$ cat config.mk
export PLATFORM = sky130hd
export DESIGN_NAME = decode_stage
export DESIGN_NICKNAME = d
export VERILOG_FILES = /design/src/rtl/decode_pkg.sv /design/src/rtl/decode_imm_gen.sv /design/src/rtl/decode_stage.sv
export SDC_FILE = /design/constraint.sdc
export NUM_CORES = 1
export LEC_CHECK = 0
export BUFFER_PORTS_ARGS = -buffer_cell sky130_fd_sc_hd__buf_2
export CORE_ASPECT_RATIO = 0.75
export CORE_MARGIN = 8
export CORE_UTILIZATION = 60
export DETAILED_ROUTE_END_ITERATION = 7
export MAX_ROUTING_LAYER = met4
export PLACE_DENSITY = 0.89
export RECOVER_POWER = 25
export SLEW_MARGIN = 20
export SYNTH_ARGS = -nofsm -noshare
export SYNTH_HDL_FRONTEND = slang
export SYNTH_SLANG_ARGS = --single-unit
$ cat constraint.sdc
create_clock -name iClk -period 12.8 [get_ports iClk]
set_input_delay 1.92 -clock iClk [delete_from_list [all_inputs] [get_ports iClk]]
set_output_delay 1.92 -clock iClk [all_outputs]
set_load 0.02 [all_outputs]
$ cat src/rtl/decode_pkg.sv
// RV32I/RV64I opcode map, decoded-format encodings and skid-buffer states.
// Pure definitions: no logic, no latency, no flow control.
package decode_pkg;

  localparam logic [6:0] OPC_OP        = 7'b0110011;
  localparam logic [6:0] OPC_OP_IMM    = 7'b0010011;
  localparam logic [6:0] OPC_LOAD      = 7'b0000011;
  localparam logic [6:0] OPC_STORE     = 7'b0100011;
  localparam logic [6:0] OPC_BRANCH    = 7'b1100011;
  localparam logic [6:0] OPC_JAL       = 7'b1101111;
  localparam logic [6:0] OPC_JALR      = 7'b1100111;
  localparam logic [6:0] OPC_LUI       = 7'b0110111;
  localparam logic [6:0] OPC_AUIPC     = 7'b0010111;
  localparam logic [6:0] OPC_FENCE     = 7'b0001111;
  localparam logic [6:0] OPC_SYSTEM    = 7'b1110011;
  localparam logic [6:0] OPC_OP_IMM_32 = 7'b0011011;
  localparam logic [6:0] OPC_OP_32     = 7'b0111011;

  localparam logic [2:0] FMT_R    = 3'd0;
  localparam logic [2:0] FMT_I    = 3'd1;
  localparam logic [2:0] FMT_S    = 3'd2;
  localparam logic [2:0] FMT_B    = 3'd3;
  localparam logic [2:0] FMT_U    = 3'd4;
  localparam logic [2:0] FMT_J    = 3'd5;
  localparam logic [2:0] FMT_NONE = 3'd7;

  typedef enum logic [1:0] {
    BUF_EMPTY,
    BUF_ONE,
    BUF_FULL
  } bufState_e;

endpackage

$ cat src/rtl/decode_imm_gen.sv
// Combinational format classifier and XLEN-wide sign-extended immediate generator.
// Zero latency; no flow control. Unmapped opcodes give FMT_NONE, imm 0, illegal.
module decode_imm_gen
  import decode_pkg::*;
#(
  parameter int XLEN     = 32,
  parameter bit RV64_OPS = 1'b0
) (
  input  logic [31:0]     iInstr,
  output logic [XLEN-1:0] oImm,
  output logic [2:0]      oFmt,
  output logic            oIllegal
);

  logic [2:0]        fmt;
  logic signed [31:0] imm32;

  always_comb begin
    fmt = FMT_NONE;
    case (iInstr[6:0])
      OPC_OP:                                             fmt = FMT_R;
      OPC_OP_32:                                          fmt = RV64_OPS ? FMT_R : FMT_NONE;
      OPC_OP_IMM, OPC_LOAD, OPC_JALR, OPC_FENCE, OPC_SYSTEM: fmt = FMT_I;
      OPC_OP_IMM_32:                                      fmt = RV64_OPS ? FMT_I : FMT_NONE;
      OPC_STORE:                                          fmt = FMT_S;
      OPC_BRANCH:                                         fmt = FMT_B;
      OPC_LUI, OPC_AUIPC:                                 fmt = FMT_U;
      OPC_JAL:                                            fmt = FMT_J;
      default:                                            fmt = FMT_NONE;
    endcase
    if (iInstr[1:0] != 2'b11) fmt = FMT_NONE;

    imm32 = '0;
    case (fmt)
      FMT_I:   imm32 = {{20{iInstr[31]}}, iInstr[31:20]};
      FMT_S:   imm32 = {{20{iInstr[31]}}, iInstr[31:25], iInstr[11:7]};
      FMT_B:   imm32 = {{19{iInstr[31]}}, iInstr[31], iInstr[7], iInstr[30:25], iInstr[11:8], 1'b0};
      FMT_U:   imm32 = {iInstr[31:12], 12'b0};
      FMT_J:   imm32 = {{11{iInstr[31]}}, iInstr[31], iInstr[19:12], iInstr[20], iInstr[30:21], 1'b0};
      default: imm32 = '0;
    endcase
  end

  // Signed size cast replicates instr[31] into the upper XLEN-32 bits.
  assign oImm     = XLEN'(imm32);
  assign oFmt     = fmt;
  assign oIllegal = (fmt == FMT_NONE);

endmodule

$ cat src/rtl/decode_stage.sv
// Registered RV32I/RV64I decode stage with a 2-entry skid buffer; 1-cycle latency, full throughput.
// oReady is registered (low only when FULL); iFlush kills both entries. DECODE_STAGE_PERF_EN adds counters.
module decode_stage
  import decode_pkg::*;
#(
  parameter int XLEN     = 32,
  parameter bit RV64_OPS = 1'b0
) (
  input  logic            iClk,
  input  logic            iRst,
  input  logic            iFlush,
  input  logic            iValid,
  output logic            oReady,
  input  logic [31:0]     iInstr,
  input  logic [XLEN-1:0] iPc,
  output logic            oValid,
  input  logic            iReady,
  output logic [6:0]      oOpcode,
  output logic [4:0]      oRd,
  output logic [2:0]      oFunct3,
  output logic [4:0]      oRs1,
  output logic [4:0]      oRs2,
  output logic [6:0]      oFunct7,
  output logic [XLEN-1:0] oImm,
  output logic [2:0]      oFmt,
  output logic [XLEN-1:0] oPc,
  output logic            oIllegal
`ifdef DECODE_STAGE_PERF_EN
  ,
  output logic [31:0]     oRetCnt,
  output logic [15:0]     oIllCnt
`endif
);

  typedef struct packed {
    logic [6:0]      opcode;
    logic [4:0]      rd;
    logic [2:0]      funct3;
    logic [4:0]      rs1;
    logic [4:0]      rs2;
    logic [6:0]      funct7;
    logic [XLEN-1:0] imm;
    logic [2:0]      fmt;
    logic [XLEN-1:0] pc;
    logic            illegal;
  } bundle_t;

  bundle_t   decIn, outQ, skidQ, rstVal;
  bufState_e state;
  logic      validQ, readyQ;
  logic      accept, drain;

  decode_imm_gen #(.XLEN(XLEN), .RV64_OPS(RV64_OPS)) uImmGen (
    .iInstr   (iInstr),
    .oImm     (decIn.imm),
    .oFmt     (decIn.fmt),
    .oIllegal (decIn.illegal)
  );

  assign decIn.opcode = iInstr[6:0];
  assign decIn.rd     = iInstr[11:7];
  assign decIn.funct3 = iInstr[14:12];
  assign decIn.rs1    = iInstr[19:15];
  assign decIn.rs2    = iInstr[24:20];
  assign decIn.funct7 = iInstr[31:25];
  assign decIn.pc     = iPc;

  always_comb begin
    rstVal     = '0;
    rstVal.fmt = FMT_NONE;
  end

  assign accept = iValid && readyQ;
  assign drain  = validQ && iReady;

  always_ff @(posedge iClk or posedge iRst) begin
    if (iRst) begin
      state  <= BUF_EMPTY;
      validQ <= 1'b0;
      readyQ <= 1'b1;
      outQ   <= rstVal;
      skidQ  <= rstVal;
    end else if (iFlush) begin
      state  <= BUF_EMPTY;
      validQ <= 1'b0;
      readyQ <= 1'b1;
    end else begin
      case (state)
        BUF_EMPTY: if (accept) begin
          outQ   <= decIn;
          validQ <= 1'b1;
          state  <= BUF_ONE;
        end
        BUF_ONE: begin
          if (accept && !drain) begin
            skidQ  <= decIn;
            readyQ <= 1'b0;
            state  <= BUF_FULL;
          end else if (accept) begin
            outQ <= decIn;
          end else if (drain) begin
            validQ <= 1'b0;
            state  <= BUF_EMPTY;
          end
        end
        // No accept is possible here: readyQ is low while FULL.
        BUF_FULL: if (drain) begin
          outQ   <= skidQ;
          readyQ <= 1'b1;
          state  <= BUF_ONE;
        end
        default: begin
          state  <= BUF_EMPTY;
          validQ <= 1'b0;
          readyQ <= 1'b1;
        end
      endcase
    end
  end

`ifdef DECODE_STAGE_PERF_EN
  always_ff @(posedge iClk or posedge iRst) begin
    if (iRst) begin
      oRetCnt <= '0;
      oIllCnt <= '0;
    end else if (drain && !iFlush) begin
      oRetCnt <= oRetCnt + 32'd1;
      if (outQ.illegal) oIllCnt <= oIllCnt + 16'd1;
    end
  end
`endif

  assign oReady   = readyQ;
  assign oValid   = validQ;
  assign oOpcode  = outQ.opcode;
  assign oRd      = outQ.rd;
  assign oFunct3  = outQ.funct3;
  assign oRs1     = outQ.rs1;
  assign oRs2     = outQ.rs2;
  assign oFunct7  = outQ.funct7;
  assign oImm     = outQ.imm;
  assign oFmt     = outQ.fmt;
  assign oPc      = outQ.pc;
  assign oIllegal = outQ.illegal;

endmodule

Word level (Yosys, flattened, before mapping)
Cells that the tools add are included.

Eq/ne operators: 32. Mux-type cells: 24. Bitwise logic cells: 1. Reductions and logical operators: 13.

Operator list (count): $mux 100 (3); $pmux 100 s3 (1); $pmux 32 s5 (1); $eq 7x7->1 const B (4); $eq 7x6->1 const B (3); $ne 3x3->1 const B (6); $pmux 3 s6 (1); $eq 7x5->1 const B (2); $mux 2 (6); $ne 2x2->1 const B (5); $eq 3x3->1 const B (3); $mux 1 (8); $ne 4x4->1 const B (2); $reduce_and 4->1 (2); $eq 7x2->1 const B (1); $eq 7x4->1 const B (1); $eq 3x2->1 const B (2); $pmux 1 s3 (2); $pmux 2 s3 (1); $reduce_and 3->1 (2); $reduce_and 5->1 (1); $reduce_or 5->1 (1); $eq 3x1->1 const B (1); $logic_and 1x1->1 (3); other kinds (8) (8).

Bits in registers: 204. Input bits: 69. Word-level logic and storage cells: 93.

Depth between registers and ports, before layout
Depth in word-level cells: 9. Mapped depth: 8.

Hierarchy
From an unflattened synthesis, not the netlist that was laid out.

Cells, all modules: 677. Area total of the unflattened synthesis: 9554.2 um2.

By module, submodules not included: decode_stage (instances 1, cells an instance 564, area each 8843.5 um2); decode_imm_gen (instances 1, cells an instance 113, area each 710.7 um2).

Least setup slack after synthesis
Ideal clock, no wire load.

Path type: in2reg. Start point: input iInstr[2]. End point: register outQ, in the netlist oImm[21]. Arrival: 3.168 ns. Data required time: 12.676 ns. Slack: 9.508 ns. Cell stages on the path: 8. Cells stage by stage: buf_2 -> and3b_1 -> buf_2 -> o2111a_1 -> a211oi_2 -> buf_4 -> o2bb2ai_1 -> o21ai_1.

Longest elaborated chain between the ends: 9.

RTL lines: start: declaration (line decode_stage.sv:14) `input logic [31:0] iInstr,`; $eq 7x5->1 (tied with other cells) (line decode_imm_gen.sv:20) `case (iInstr[6:0])`; $reduce_or 5->1 / $reduce_or 2->1 (equally long branches) (line decode_imm_gen.sv:20); $pmux 3 s6 (*) (line decode_imm_gen.sv:20); $mux 3 (*) (line decode_imm_gen.sv:31) `if (iInstr[1:0] != 2'b11) fmt = FMT_NONE;`; $eq 3x3->1 (tied with other cells) (line decode_imm_gen.sv:34) `case (fmt)`; $pmux 32 s5 (*) (line decode_imm_gen.sv:34); $mux 100 (*) (line decode_stage.sv:89, decode_stage.sv:99); $mux 100 (line decode_stage.sv:95) `if (accept && !drain) begin`; $pmux 100 s3 (*) (line decode_stage.sv:88) `case (state)`; end signal: assignment (line decode_stage.sv:90) `outQ <= decIn;`; end signal: assignment (line decode_stage.sv:100) `outQ <= decIn;`; end signal: assignment (line decode_stage.sv:108) `outQ <= skidQ;`; end: declaration (line decode_stage.sv:48) `bundle_t decIn, outQ, skidQ, rstVal;`.

Every way passes the cells marked *; elsewhere a longest branch is shown, timed or not. The select of a mux whose other input is x is not followed. A chain may end at the register's enable or synchronous reset.

==> impl_metrics.ini <==
[timing]
relSlewSlack = -2.59
fin_ws_ns = 7.14
skew_ns = 0.0155
max_freq_mhz = 177
worst_pin_slew_ns = 5.38
fin_crit_ns = 5.66
slew_viol_final = 126
fin_crit_sh = 0.442
hold_violations = 0
rsz0062_at_grt = no
tns_ns = 0
setup_viol = 0

[logic_synthesis]
async_flop_share = 1.00
netlist_area_um2 = 9140
ys_types = 59
synth_seq_cells = 204
yosys.area.top_type_share = 0.539
synthCells = 1030
synth-seq-area-share = 0.560
synth_ff_type = dfrtp_1
yosys-top-cells-area = dfrtp_1, nand2_1, a31oi_1, nor2_1, buf_2
syn-num-nets = 1099
yosys_warnings = 0
syn_area_per_cell_um2 = 8.87
synth_top_area_cell = dfrtp_1
synth_edf_count = 0

[floorplan]
fp.dieW_um = 159
die_y_um = 123
core-area_um2 = 15100
fp-row-count = 39
num_io_pins = 171
start_util = 0.606
die-area_um2 = 19500

[layout]
nets = 1221
fill_cells = 1118
layout.cells.non_filler = 1371
final_common_cell = nand2_1
layout_common_cells = nand2_1, dfrtp_1, buf_2
drive_above_1_share = 0.195
area_delta_synth_final_pct = 15.4
design_area_um2 = 10500

[place]
dp_slack_ns = 8.09
dpl.hpwl_um = 14600
place_congestion = 0.883
dpl_cell_area_um2 = 9880
io_buffers = 170
dp.cells = 1334

[power]
p_leak_nw = 5.15
peakVddDrop_mv = 0.113
power.density_nw_per_um2 = 212
power_w = 0.00224

[setup_path]
cp.required_ns = 13.27
rrSetupSlack_ns = 9.49
critPathLaunch = iRst
cp_max_fo = 125
endpoint_kind = asynchronous set/reset pin
critPathLaunchType = primary input
endpoint = skidQ[74]
r2r_cells = 7
r2r_end = oImm[2]
critical_path_arrival_ns = 6.13
r2r-start = oReady
crit_type = primary input to asynchronous set/reset pin

[route]
route.detailed.drc = 0
ant_nets = 0
num_vias = 7803
wirelength_um = 23700
drt-vias-per-instance = 5.69
wire_per_inst_um = 17.3
drtPass1Iterations = 5
drt_first_iter_violations = 712

[run]
cap_violations = 1

[clock_network]
htree_levels = 1
cts_tree = done
cts_setup_buffers = 0
cts_resized = 0
clock-sinks = 204
cts_inserted_buffers = 20
cts_root_buffer = clkbuf_16
clkSlewWorstSetupHoldPaths_ns = 0.06
cts_hold_buffers = 0
clockBufferDepth = 3
insertion_delay_ns = 0.50

[global_routing]
grt_util_met2 = 0.373
antenna_found_initial = 1
grt_overflow = 0
grt.total_usage = 0.247
grt_use_met3 = 0.0545
grt_pass1_wl_um = 37800
grtUsageMet1 = 0.338
grt_max_degree = 126
grt_pass1_vias = 7387
top_usage_layer = met2

[status]
status = finished with violations
violations = capacitance limit, slew limit

[hold_path]
hp-class = flop to flop
min_from = skidQ[73]
-- cell type report --
| cell class | instances | area, um^2 | area share |
|---|---|---|---|
| multi-input combinational | 735 | 3560 | 0.338 |
| clock buffer | 30 | 589 | 0.0559 |
| antenna | 1 | 2.50 | 0.000237 |
| clock inverter | 5 | 50.0 | 0.00475 |
| sequential | 204 | 5110 | 0.485 |
| inverter | 14 | 53.8 | 0.00510 |
| tap | 205 | 256 | 0.0243 |
| timing repair buffer | 177 | 915 | 0.0868 |
-- through the flow --
stage                util  hold slack, ns
floorplan               -           0.437
global route        0.699           0.490
CTS                 0.698           0.477
detailed placement  0.655           0.457
finish              0.699           0.475
global placement    0.655           0.447
-- layer usage --
layer | vias to the layer above | part of all wire | wire length, um
li1 | 3690 | - | -
met1 | 3708 | 0.43 | 10100
met2 | 365 | 0.46 | 10800
met3 | 40 | 0.099 | 2350
met4 | 0 | 0.020 | 466
met5 | - | 0 | 0
-- kinds of logic after synthesis --
kind of cell,after synthesis,share of synthesized area
XOR/XNOR,1,0.000959
multiplexers,1,0.00110
buffers and inverters,91,0.0535
adder cells (fa/ha/maj),1,0.00110
AND/OR/NAND/NOR,521,0.232
flip-flops,204,0.560
AO/OA/AOI/OAI,211,0.152
-- worst min-delay path by stage --
| stage | to | slack [ns] | depth (start not counted) |
|---|---|---|---|
| 3_5_place_dp | skidQ[35] | 0.46 | 2 |
| 3_3_place_gp | skidQ[35] | 0.45 | 2 |
| 2_1_floorplan | skidQ[35] | 0.44 | 2 |
| 5_1_grt | skidQ[35] | 0.49 | 2 |
| 6_report | skidQ[73] | 0.47 | 2 |
| 4_1_cts | skidQ[73] | 0.48 | 2 |
-- cells in the mapped netlist, types with 10 or more instances --
cell       number
a21oi_1        36
a31oi_1        66
and3_1         10
buf_2          39
buf_6          10
clkbuf_1       19
dfrtp_1       197
inv_1          14
nand2_1       363
nand3_1        23
nor2_1         95
o21ai_0        37
o21ai_1        11
o2bb2ai_1      11
-- power by group --
| group | internal, W | switching (W) | total, W |
|---|---|---|---|
| sequential | 0.000891 | 0.000140 | 0.00103 |
| combinational | 0.000218 | 0.000411 | 0.000629 |
| clock | 0.000338 | 0.000238 | 0.000576 |
-- flip-flops by register name, indices dropped and copies added (netlist names), 5 cells and up --
register	cells
skidQ	100
oImm	32
oPc	32
oFunct7	7
oOpcode	7
oRd	5
oRs1	5
oRs2	5
-- critical path, stage by stage --
cell        delay [ns]
buf_2             0.10
clkinvlp_2        2.93
buf_4             1.13
No activity file was read; power rests on OpenSTA's default activity.
